[src/rtl/sc_exception_return.sv]
// sc_exception_return: return side of the single-cycle MIPS exception path.
// Captures exceptions into EPC/Cause, tracks the handler level, exposes the
// CP0 registers via MFC0/MTC0 and redirects the PC to EPC on ERET.
module sc_exception_return #(
  parameter int COUNT_W = 8
) (
  input  logic        clk,
  input  logic        reset_n,
  input  logic        enable,
  input  logic        exception_taken,
  input  logic        undefined_instr,
  input  logic [31:0] epc_in,
  input  logic        eret,
  input  logic        mfc0,
  input  logic        mtc0,
  input  logic [4:0]  cp0_sel,
  input  logic [31:0] cp0_wdata,
  output logic        return_valid,
  output logic [31:0] return_pc,
  output logic [31:0] cp0_rdata,
  output logic        exl,
  output logic        eret_illegal,
  output logic        halt
);

  typedef enum logic [1:0] {
    ST_NORMAL  = 2'd0,
    ST_HANDLER = 2'd1,
    ST_FAULT   = 2'd2
  } state_e;

  localparam logic [4:0] SEL_COUNT  = 5'd9;
  localparam logic [4:0] SEL_STATUS = 5'd12;
  localparam logic [4:0] SEL_CAUSE  = 5'd13;
  localparam logic [4:0] SEL_EPC    = 5'd14;

  localparam logic [4:0] EXC_UNDEF    = 5'd10;
  localparam logic [4:0] EXC_OVERFLOW = 5'd12;

  localparam logic [COUNT_W-1:0] COUNT_MAX = {COUNT_W{1'b1}};

  state_e             state_q, state_d;
  logic [31:0]        epc_q, epc_d;
  logic [4:0]         exc_code_q, exc_code_d;
  logic [COUNT_W-1:0] count_q, count_d;
  logic               exl_q, exl_d;
  logic               halt_q, halt_d;

  logic               wr_epc;
  logic               wr_count;
  logic [COUNT_W-1:0] count_base;
  logic [COUNT_W-1:0] count_inc;

  // Next-state logic: exceptions outrank ERET and MTC0; a Count clear issued
  // alongside an exception is applied before the increment, leaving 1.
  always_comb begin
    state_d    = state_q;
    epc_d      = epc_q;
    exc_code_d = exc_code_q;
    count_d    = count_q;
    wr_epc     = mtc0 && (cp0_sel == SEL_EPC);
    wr_count   = mtc0 && (cp0_sel == SEL_COUNT);
    count_base = wr_count ? '0 : count_q;
    count_inc  = (count_base == COUNT_MAX) ? count_base : count_base + COUNT_W'(1);
    if (enable) begin
      case (state_q)
        ST_NORMAL: begin
          if (exception_taken) begin
            state_d    = ST_HANDLER;
            epc_d      = epc_in;
            exc_code_d = undefined_instr ? EXC_UNDEF : EXC_OVERFLOW;
            count_d    = count_inc;
          end else begin
            if (wr_epc)   epc_d   = cp0_wdata;
            if (wr_count) count_d = '0;
          end
        end
        ST_HANDLER: begin
          if (exception_taken) begin
            state_d = ST_FAULT;
            count_d = count_inc;
          end else begin
            if (wr_epc)   epc_d   = cp0_wdata;
            if (wr_count) count_d = '0;
            if (eret)     state_d = ST_NORMAL;
          end
        end
        ST_FAULT: state_d = ST_FAULT;
        default:  state_d = ST_NORMAL;
      endcase
    end
    exl_d  = (state_d == ST_HANDLER);
    halt_d = (state_d == ST_FAULT);
  end

  // State and CP0 registers, with exl/halt registered alongside the state.
  always_ff @(posedge clk or negedge reset_n) begin
    if (!reset_n) begin
      state_q    <= ST_NORMAL;
      epc_q      <= '0;
      exc_code_q <= '0;
      count_q    <= '0;
      exl_q      <= 1'b0;
      halt_q     <= 1'b0;
    end else begin
      state_q    <= state_d;
      epc_q      <= epc_d;
      exc_code_q <= exc_code_d;
      count_q    <= count_d;
      exl_q      <= exl_d;
      halt_q     <= halt_d;
    end
  end

  // MFC0 read mux; reads see the registers as they stand before the edge.
  always_comb begin
    cp0_rdata = '0;
    if (mfc0) begin
      case (cp0_sel)
        SEL_STATUS: cp0_rdata = {30'b0, halt_q, exl_q};
        SEL_CAUSE:  cp0_rdata = {25'b0, exc_code_q, 2'b00};
        SEL_EPC:    cp0_rdata = epc_q;
        SEL_COUNT:  cp0_rdata = 32'(count_q);
        default:    cp0_rdata = '0;
      endcase
    end
  end

  assign exl          = exl_q;
  assign halt         = halt_q;
  assign return_pc    = epc_q;
  assign return_valid = eret && enable && (state_q == ST_HANDLER) && !exception_taken;
  assign eret_illegal = eret && enable && reset_n && (state_q == ST_NORMAL);

endmodule

[config.mk]
export PLATFORM = sky130hd
export DESIGN_NAME = sc_exception_return
export DESIGN_NICKNAME = d
export VERILOG_FILES = /design/src/rtl/sc_exception_return.sv
export SDC_FILE = /design/constraint.sdc
export NUM_CORES = 1
export LEC_CHECK = 0
export ABC_AREA = 0
export CORE_MARGIN = 2
export CORE_UTILIZATION = 36
export DETAILED_ROUTE_END_ITERATION = 8
export PLACE_DENSITY = 0.76
export SYNTH_ARGS = -nofsm -noshare
export SYNTH_HDL_FRONTEND = slang
export SYNTH_SLANG_ARGS = --single-unit
[constraint.sdc]
create_clock -name clk -period 1.94 [get_ports clk]
set_input_delay 0.582 -clock clk [delete_from_list [all_inputs] [get_ports clk]]
set_output_delay 0.582 -clock clk [all_outputs]
set_load 0.1 [all_outputs]
Yosys cells after proc, flatten, opt, wreduce, memory -nomap -nowiden

Cells that the tools add are included.

Register bits after elaboration: 49
Bits of input ports: 77
Logic and storage cells: 46
Output and inout bits: 68

$add $sub $neg: 1
Reduce and logical (&&, ||, !) cells: 14
Muxes and demuxes: 15
Equal/unequal tests: 10

Operators by type and width:

| cell                                                             | count |
|---|---|
| 32-bit two-way mux                                               | 4 |
| 32-bit case mux with 4 select lines                              | 1 |
| 32-bit case mux with 2 select lines                              | 1 |
| 8-bit two-way mux                                                | 3 |
| 5-bit by 4-bit == test with 1-bit output (second input constant) | 4 |
| 8-bit by 1-bit adder with 8-bit output (second input constant)   | 1 |
| 8-bit == test (second input constant)                            | 1 |
| 2-bit two-way mux                                                | 4 |
| 1-bit logical AND                                                | 7 |
| 2-bit case mux with 3 select lines                               | 1 |
| 3-bit AND reduction                                              | 2 |
| 2-bit by 1-bit == test with 1-bit output (second input constant) | 2 |
| 2-bit == test (second input constant)                            | 2 |
| 3-bit two-way mux                                                | 1 |
| 2-bit zero test                                                  | 1 |
| 2-bit inequality test (second input constant)                    | 1 |
| 2-bit AND reduction                                              | 1 |
| 2-bit nonzero test                                               | 1 |
| 2-bit OR reduction                                               | 1 |
| 1-bit zero test                                                  | 1 |

Logic depth before layout (Yosys ltp)

Gate-level depths: netlist of run 1.

Word-level depth: 6
Depth in mapped cells: 7
Depth with buffers taken out: 4

Least setup slack after synthesis of run 1

No wires, ideal clock.

Path type: input-to-output
From: input enable
To: output eret_illegal
Path slack: -1.946 ns
Required time: 1.358 ns
Buffers on the path: 1
Arrival: 3.304 ns
Stages: 4
Cells stage by stage: nor2b_1 buf_2 nand2_1 nor3b_1

Word-level cells in the longest chain between the ends: 3

Ends and longest elaborated chain:

| item                            | RTL line | source |
|---|---|---|
| from (decl)                     | 9        | `input logic enable,` |
| 1-bit logical AND (3 in series) | 133      | `assign eret_illegal = eret && enable && reset_n && (state_q == ST_NORMAL);` |
| to (decl)                       | 22       | `output logic eret_illegal,` |

No other way between the ends.

Final worst setup path of run 1

From: input cp0_sel[0]
To: output cp0_rdata[5]

Word-level cells in the longest chain between the ends: 3
Elaborated cells between the ends (all ways): 6
Those cells by class: 4 x eq/ne; 2 x mux

Ends and longest elaborated chain:

| item                                     | RTL line | source |
|---|---|---|
| from (decl)                              | 16       | `input logic [4:0] cp0_sel,` |
| 5-bit by 4-bit == test with 1-bit output | 119      | `case (cp0_sel)` |
| 32-bit case mux with 4 select lines (*)  | 119      |  |
| 32-bit two-way mux (*)                   | 118      | `if (mfc0) begin` |
| to (decl)                                | 20       | `output logic [31:0] cp0_rdata,` |

Every way passes the cells marked *; elsewhere a longest branch is shown, timed or not.

==> results of run 1 <==
## worst max-delay path: stages
cell	delay [ps]
buf_6	90
and4bb_4	340
and2_4	200
buf_12	130
a22oi_2	90
nor2_4	120
buf_12	180
## cells by family (layout without fill, tap and decap cells)
| group | Yosys count | count (layout) | synth area share (%) |
|---|---|---|---|
| AO/OA/AOI/OAI | 97 | 97 | 21.94 |
| flip-flops | 47 | 47 | 43.24 |
| multiplexers | 39 | 39 | 14.58 |
| buffers and inverters | 25 | 194 | 4.967 |
| AND/OR/NAND/NOR | 72 | 72 | 15.27 |
## what timing repair did
item	CTS	global route
setup buffers	5	1
resized for setup	55	5
pin swaps	18	6
endpoints found under the setup margin	70	40
## report_power, final
part / internal (mW) / total (mW) / switching (mW)
logic: 2.11 / 5.75 / 3.64
clock network: 0.288 / 0.610 / 0.321
registers: 1.42 / 2.03 / 0.616
## synth_stat cells, types with 2 or more instances
master / number
nand2b_1: 2
nor3_1: 3
mux2i_1: 34
buf_6: 4
a31oi_1: 3
dfrtp_1: 47
and3_1: 25
inv_1: 4
buf_2: 9
and2_1: 3
a21oi_2: 12
clkbuf_1: 7
o21ai_0: 4
and4bb_4: 2
mux2_2: 5
a21oi_1: 58
nand2_1: 14
o211ai_1: 3
nor2b_1: 7
nor2_1: 10
a22oi_1: 8
## final cells by class
cell class	instances	area [µm²]
timing repair buffer	182	2475
fill	494	1713
multi-input combinational	208	1694
sequential	47	1180
tap	99	123.9
clock buffer	7	86.33
inverter	4	15.01
clock inverter	1	5.005
## through the flow
step           setup WS, ps  TNS (ps)  utilization [%]  hold slack [ps]  power [mW]
2_1_floorplan        -466.0    -14730                -            286.4       5.358
3_3_place_gp         -890.1    -38570            73.20            452.6       7.624
3_5_place_dp         -850.3    -41400            73.20            454.6       7.714
4_1_cts              -396.0    -11740            76.24            443.1       8.393
5_1_grt              -416.8    -12790            76.51            467.1       8.711
6_report             -387.9    -11770            76.51            414.4       8.396
## registers in the layout, summed over array words and instances, names as in the netlist
name        cells
state_q         2
return_pc      32
halt            1
count_q         8
exl             1
exc_code_q      3
## worst max-delay path by stage
stage,from,slack (ps),cells past startpoint,end
after detailed placement,cp0_sel[1],-850,6,cp0_rdata[0]
after global placement,cp0_sel[1],-890,6,cp0_rdata[0]
after floorplan,cp0_sel[4],-470,5,cp0_rdata[2]
final,cp0_sel[0],-390,7,cp0_rdata[5]
after global routing,cp0_sel[0],-420,7,cp0_rdata[5]
after CTS,cp0_sel[0],-400,7,cp0_rdata[5]
## routing by layer
metal	vias up	track usage, %	share of wire (%)
li1	1367	-	-
met1	1449	28.42	38
met2	126	44.20	54
met3	12	5.593	7.6
met4	0	6.061	1.2
met5	-	0	0
==> results by group, run 1 <==
Cells and area
  • Layout cell share with drive strength beyond 1: between 40% and 50%
  • Nets: 525
  • Design Area, Final: 5579 µm²
  • P&R area growth vs syn: 105.1%
  • Commonest non-fill, non-tap cell in the layout: buf_12
  • Most frequent cells in the layout: buf_12, clkdlybuf4s50_1, a21oi_1, dfrtp_1, mux2i_1
  • N_diodes: 0
  • Post-route insts no fill: ~550

Run status
  • Failing checks: setup timing
  • Status: finished, violations left

Synth
  • Post-Synthesis Cells: 280
  • Dominant cell type by area after synthesis: dfrtp_1
  • Top cells by area, synth: dfrtp_1, mux2i_1, a21oi_1, and3_1, a21oi_2
  • Post-synthesis sequential area ratio: between 40% and 50%
  • EDFF count, synth: 0
  • Yosys warnings: 0
  • Number of distinct library cells after synthesis: 37
  • Syn_nets: ~360
  • Average size of a mapped cell: 9.715 µm²
  • Async SR Flop Fraction: 100.0%
  • Synthesized cell area: between 2000 and 3000 µm²
  • Area fraction of the dominant cell type after synthesis: around 43%
  • Synth Flop Type: dfrtp_1
  • Seq cells post-synth: 47

Die
  • Initial Utilization: 37.30%
  • Die height: just over 90 µm
  • Die Wd: just over 90 µm
  • I/O pin count: around 150
  • Core area: around 7300 µm²
  • Cell Rows: 31
  • Die ar.: 8267 µm²

Worst setup path
  • Register-to-Register Path Depth: 6
  • Startpoint types: input pin
  • R2r startpoint: state_q[1]
  • Crit path max fanout: 8
  • Critical path arrival: around 1800 ps
  • Req. time, crit path: 1360 ps
  • Crit. End Element: output pin
  • Worst R2R End: return_pc[13]
  • WS Path Type: in -> out
  • Worst R2R Setup Slack: 130 ps

Drt
  • Drt via density: roughly 5.4
  • WL/cell: 17.91 µm
  • Final wirelength: ~10 mm
  • Initial DRC count: 99
  • Vias: 2954
  • Pre-antenna DRT Iters: 5
  • Antenna Nets Post-Route: 0
  • DR DRC count: 0

CTS
  • CTS H-tree lvls: 2
  • Clock latency on the worst-skew pair: 290 ps
  • CTS Buffer Depth: 2
  • CTS Buf Count: 5
  • CTS tree: done
  • Root buffer cell: clkbuf_8
  • # hold bufs at CTS: 0
  • CTS sink count: between 40 and 50
  • Clock transition at path regs: roughly 80 ps

Global route
  • Initial antenna violation count: 0
  • First-pass GRT wire length: between 15 and 20 mm
  • Largest net degree at the start of global routing: 48
  • Gr ovfl total: 0
  • GRT Util Overall: around a quarter
  • Vias in the first global route: approximately 3100

Timing
  • Fin crit period: ~2300 ps
  • Final setup fails: 33
  • Achievable frequency: around 430 MHz
  • Setup Skew: between 8 and 9 ps
  • Period utilization: 120.0%
  • Setup WS post-layout: -387.9 ps
  • Final Hold Vio Count: 0
  • Pins Over Slew Limit: 0
  • RSZ-0062 raised after global routing: true
  • Slew headroom: about 60%
  • Worst-Margin Slew: 619.5 ps

Power and ir drop
  • Pleak: between 2 and 2.5 nW
  • VDD IR max: roughly 1200 µV
  • Pwr/cell area: ~1500 nW/µm²

Hold path
  • Worst min-delay path category: in -> async

Place
  • Post-DP HPWL: between 7 and 8 mm
  • Cells after DPL: 534
  • # port buffers: 144
  • Placed cell area: roughly 5300 µm²
  • Routability cong.: roughly 0.9

Job
  • Maxcap violations: 0
Power figures use the tool's default switching activity.
==> inputs of run 2 (changes only) <==
PLACE_DENSITY = 0.84   (was 0.76)
TNS_END_PERCENT = 1   (was not set)
==> run 2 against run 1 <==
  * The run still ends with setup timing left
  * Utilization fell by 0.62 points
  * Global-route usage rose by 0.21 points
  * Clock-buffer cell count rose by 1
  * Clock skew rose by 5.3 ps
  * Register-to-register slack improved by 170 ps
  * Fmax fell by 2.5%
  * Largest cell class unchanged
==> results by group, run 2 (synthesis results as in run 1) <==
Run status
  • Status: finished, violations left
  • Failing checks: setup timing

Global route
  • Largest net degree at the start of global routing: 48 (unchanged)
  • First-pass GRT wire length: 16.26 mm (+0.77%)
  • Gr ovfl total: 0 (unchanged)
  • Vias in the first global route: 3115 (-1.1%)
  • GRT Util Overall: 24.40% (+0.21 points)
  • Initial antenna violation count: 0 (unchanged)

Worst setup path
  • Req. time, crit path: 1360 ps (about the same)
  • WS Path Type: in -> out
  • Crit. End Element: output pin
  • Critical path arrival: 1800 ps (+50 ps)
  • CP Cell Sequence: buf_6 > and4bb_4 > and2_4 > buf_12 > a22oi_2 > nor2_4 > buf_12
  • CP max stage cell: and4bb_4
  • Crit path max fanout: 8 (unchanged)
  • Top cell by count, worst path: buf_12
  • Startpoint types: input pin
  • CP peak stage delay: 360 ps (+20 ps)

Power and ir drop
  • Switching fraction of total power: 54.48% (about the same)
  • Pwr/cell area: 1514 nW/µm² (+0.62%)
  • Clk pwr share: 7.7% (+0.4 points)
  • VDD IR max: 1118 µV (-7.3%)
  • Seq pwr share: 24.4% (+0.2 points)
  • NetSw: 4.565 mW (-0.28%)
  • Pleak: 2.330 nW (-1.4%)
  • Internal power: 3.814 mW (about the same)
  • Comb power frac: 67.9% (-0.6 points)

Die
  • I/O pin count: 145 (unchanged)
  • Die Wd: 90.93 µm (unchanged)
  • Cell Rows: 31 (unchanged)
  • Die ar.: 8267 µm² (unchanged)
  • Core area: 7292 µm² (unchanged)
  • Die height: 90.93 µm (unchanged)
  • Initial Utilization: 37.30% (unchanged)

CTS
  • Clock latency on the worst-skew pair: 290 ps (about the same)
  • CTS tree: done
  • Root buffer cell: clkbuf_8
  • Clock transition at path regs: 90 ps (about the same)
  • CTS sink count: 47 (unchanged)
  • CTS H-tree lvls: 2 (unchanged)
  • CTS Buf Count: 5 (unchanged)
  • CTS Buffer Depth: 2 (unchanged)

Cells and area
  • N_diodes: 0 (unchanged)
  • Layout cell share with drive strength beyond 1: 41.10% (-2.3 points)
  • Nets: 514 (-2.1%)
  • P&R area growth vs syn: 103.4%
  • Max reg flops: 32 (unchanged)
  • Most frequent cells in the layout: buf_12, clkdlybuf4s50_1, a21oi_1, dfrtp_1, mux2i_1
  • Commonest non-fill, non-tap cell in the layout: buf_12
  • Post-route insts no fill: 537 (-2.0%)

Timing
  • Fin crit period: 2387 ps (+58.80 ps)
  • Achievable frequency: 419.0 MHz (-2.5%)
  • Period utilization: 123.0% (+3.0 points)
  • Pins Over Slew Limit: 0 (unchanged)
  • Setup WS post-layout: -446.7 ps (-58.80 ps)
  • Final Hold Vio Count: 0 (unchanged)
  • Slew headroom: 58.58% (-0.12 points)
  • Setup TNS: -14160 ps (-2387 ps)
  • RSZ-0062 raised after global routing: true
  • Final setup fails: 34 (+3.0%)
  • Setup Skew: 13.99 ps (+5.288 ps)
  • Worst-Margin Slew: 621.3 ps (+1.867 ps)

Drt
  • WL/cell: 18.34 µm (+2.4%)
  • Antenna Nets Post-Route: 0 (unchanged)
  • Final wirelength: 9.850 mm (+0.37%)
  • DR DRC count: 0 (unchanged)
  • Vias: 2847 (-3.6%)
  • Initial DRC count: 98 (-1.0%)
  • Pre-antenna DRT Iters: 4 (-1)
  • Drt via density: 5.302 (-1.6%)

Place
  • # port buffers: 144 (unchanged)
  • Routability cong.: 0.8428 (-8.0%)
  • Post-DP HPWL: 7.323 mm (+0.17%)
  • Cells after DPL: 525 (-1.7%)

Job
  • Maxcap violations: 0 (unchanged)

Hold path
  • Worst min-delay path category: in -> async
-- run 2: final cells by class --
class / count / area, µm²
fillers: 487 / 1758
well taps: 99 / 123.9
inverters: 4 / 15.01
clock buffers: 8 / 100.1
multi-input cells: 208 / 1685
flip-flops and latches: 47 / 1176
repair buffers: 171 / 2434
-- run 2: per-layer routing --
layer	track usage (%)	vias to the layer above	wire [µm]
met2	45.25	112	5375
met5	0	-	0
met1	28.85	1379	3792
met4	5.303	0	138
li1	-	1346	-
met3	5.008	10	543
-- run 2: path summary, 6_finish.rpt --
kind	startpoint	end	slack, ps	cells after the start
worst min-delay path	reset_n	exc_code_q[2]	400	2
worst max-delay path	cp0_sel[0]	cp0_rdata[7]	-450	7
min in group clk	exc_code_q[3]	exc_code_q[3]	480	1
max in group asynchronous	reset_n	return_pc[29]	1110	2
worst max register to register	state_q[0]	return_pc[11]	300	5
worst min register to register	exc_code_q[3]	exc_code_q[3]	480	1
-- run 2: worst max-delay path, delay by kind of cell --
kind	cells	cell delay, ps
and+or+nand+nor	3	700
buffers and inverters	3	420
AOI/OAI and AO/OA	1	90
-- run 2: power by group through the flow --
stage          combinational (mW)  clock, mW  sequential (mW)
2_1_floorplan                1.14          0             4.21
3_3_place_gp                 5.58          0             2.00
3_5_place_dp                 5.67          0             2.02
4_1_cts                      5.70      0.664             2.04
5_1_grt                      5.90      0.703             2.11
6_report                     5.69      0.645             2.05
-- run 2: what timing repair did --
item / CTS / global route
endpoints found under the setup margin: 69 / 67
hold buffers: 0 / 0
setup buffers: 2 / 1
cloned: 1 / 0
pin swaps: 15 / 2
resized for setup: 53 / 5
-- run 2: per-stage QoR --
stage          power, mW  hold WS, ps  area (µm²)  utilization (%)  worst slack, ps
3_5_place_dp       7.693        452.9        5269            72.25           -830.7
5_1_grt            8.715        464.9        5534            75.89           -465.8
6_report           8.379        398.8        5534            75.89           -446.7
2_1_floorplan      5.350        286.4        2893                -           -466.0
4_1_cts            8.404        443.3        5524            75.76           -478.0
3_3_place_gp       7.581        458.3        5269            72.25           -840.2
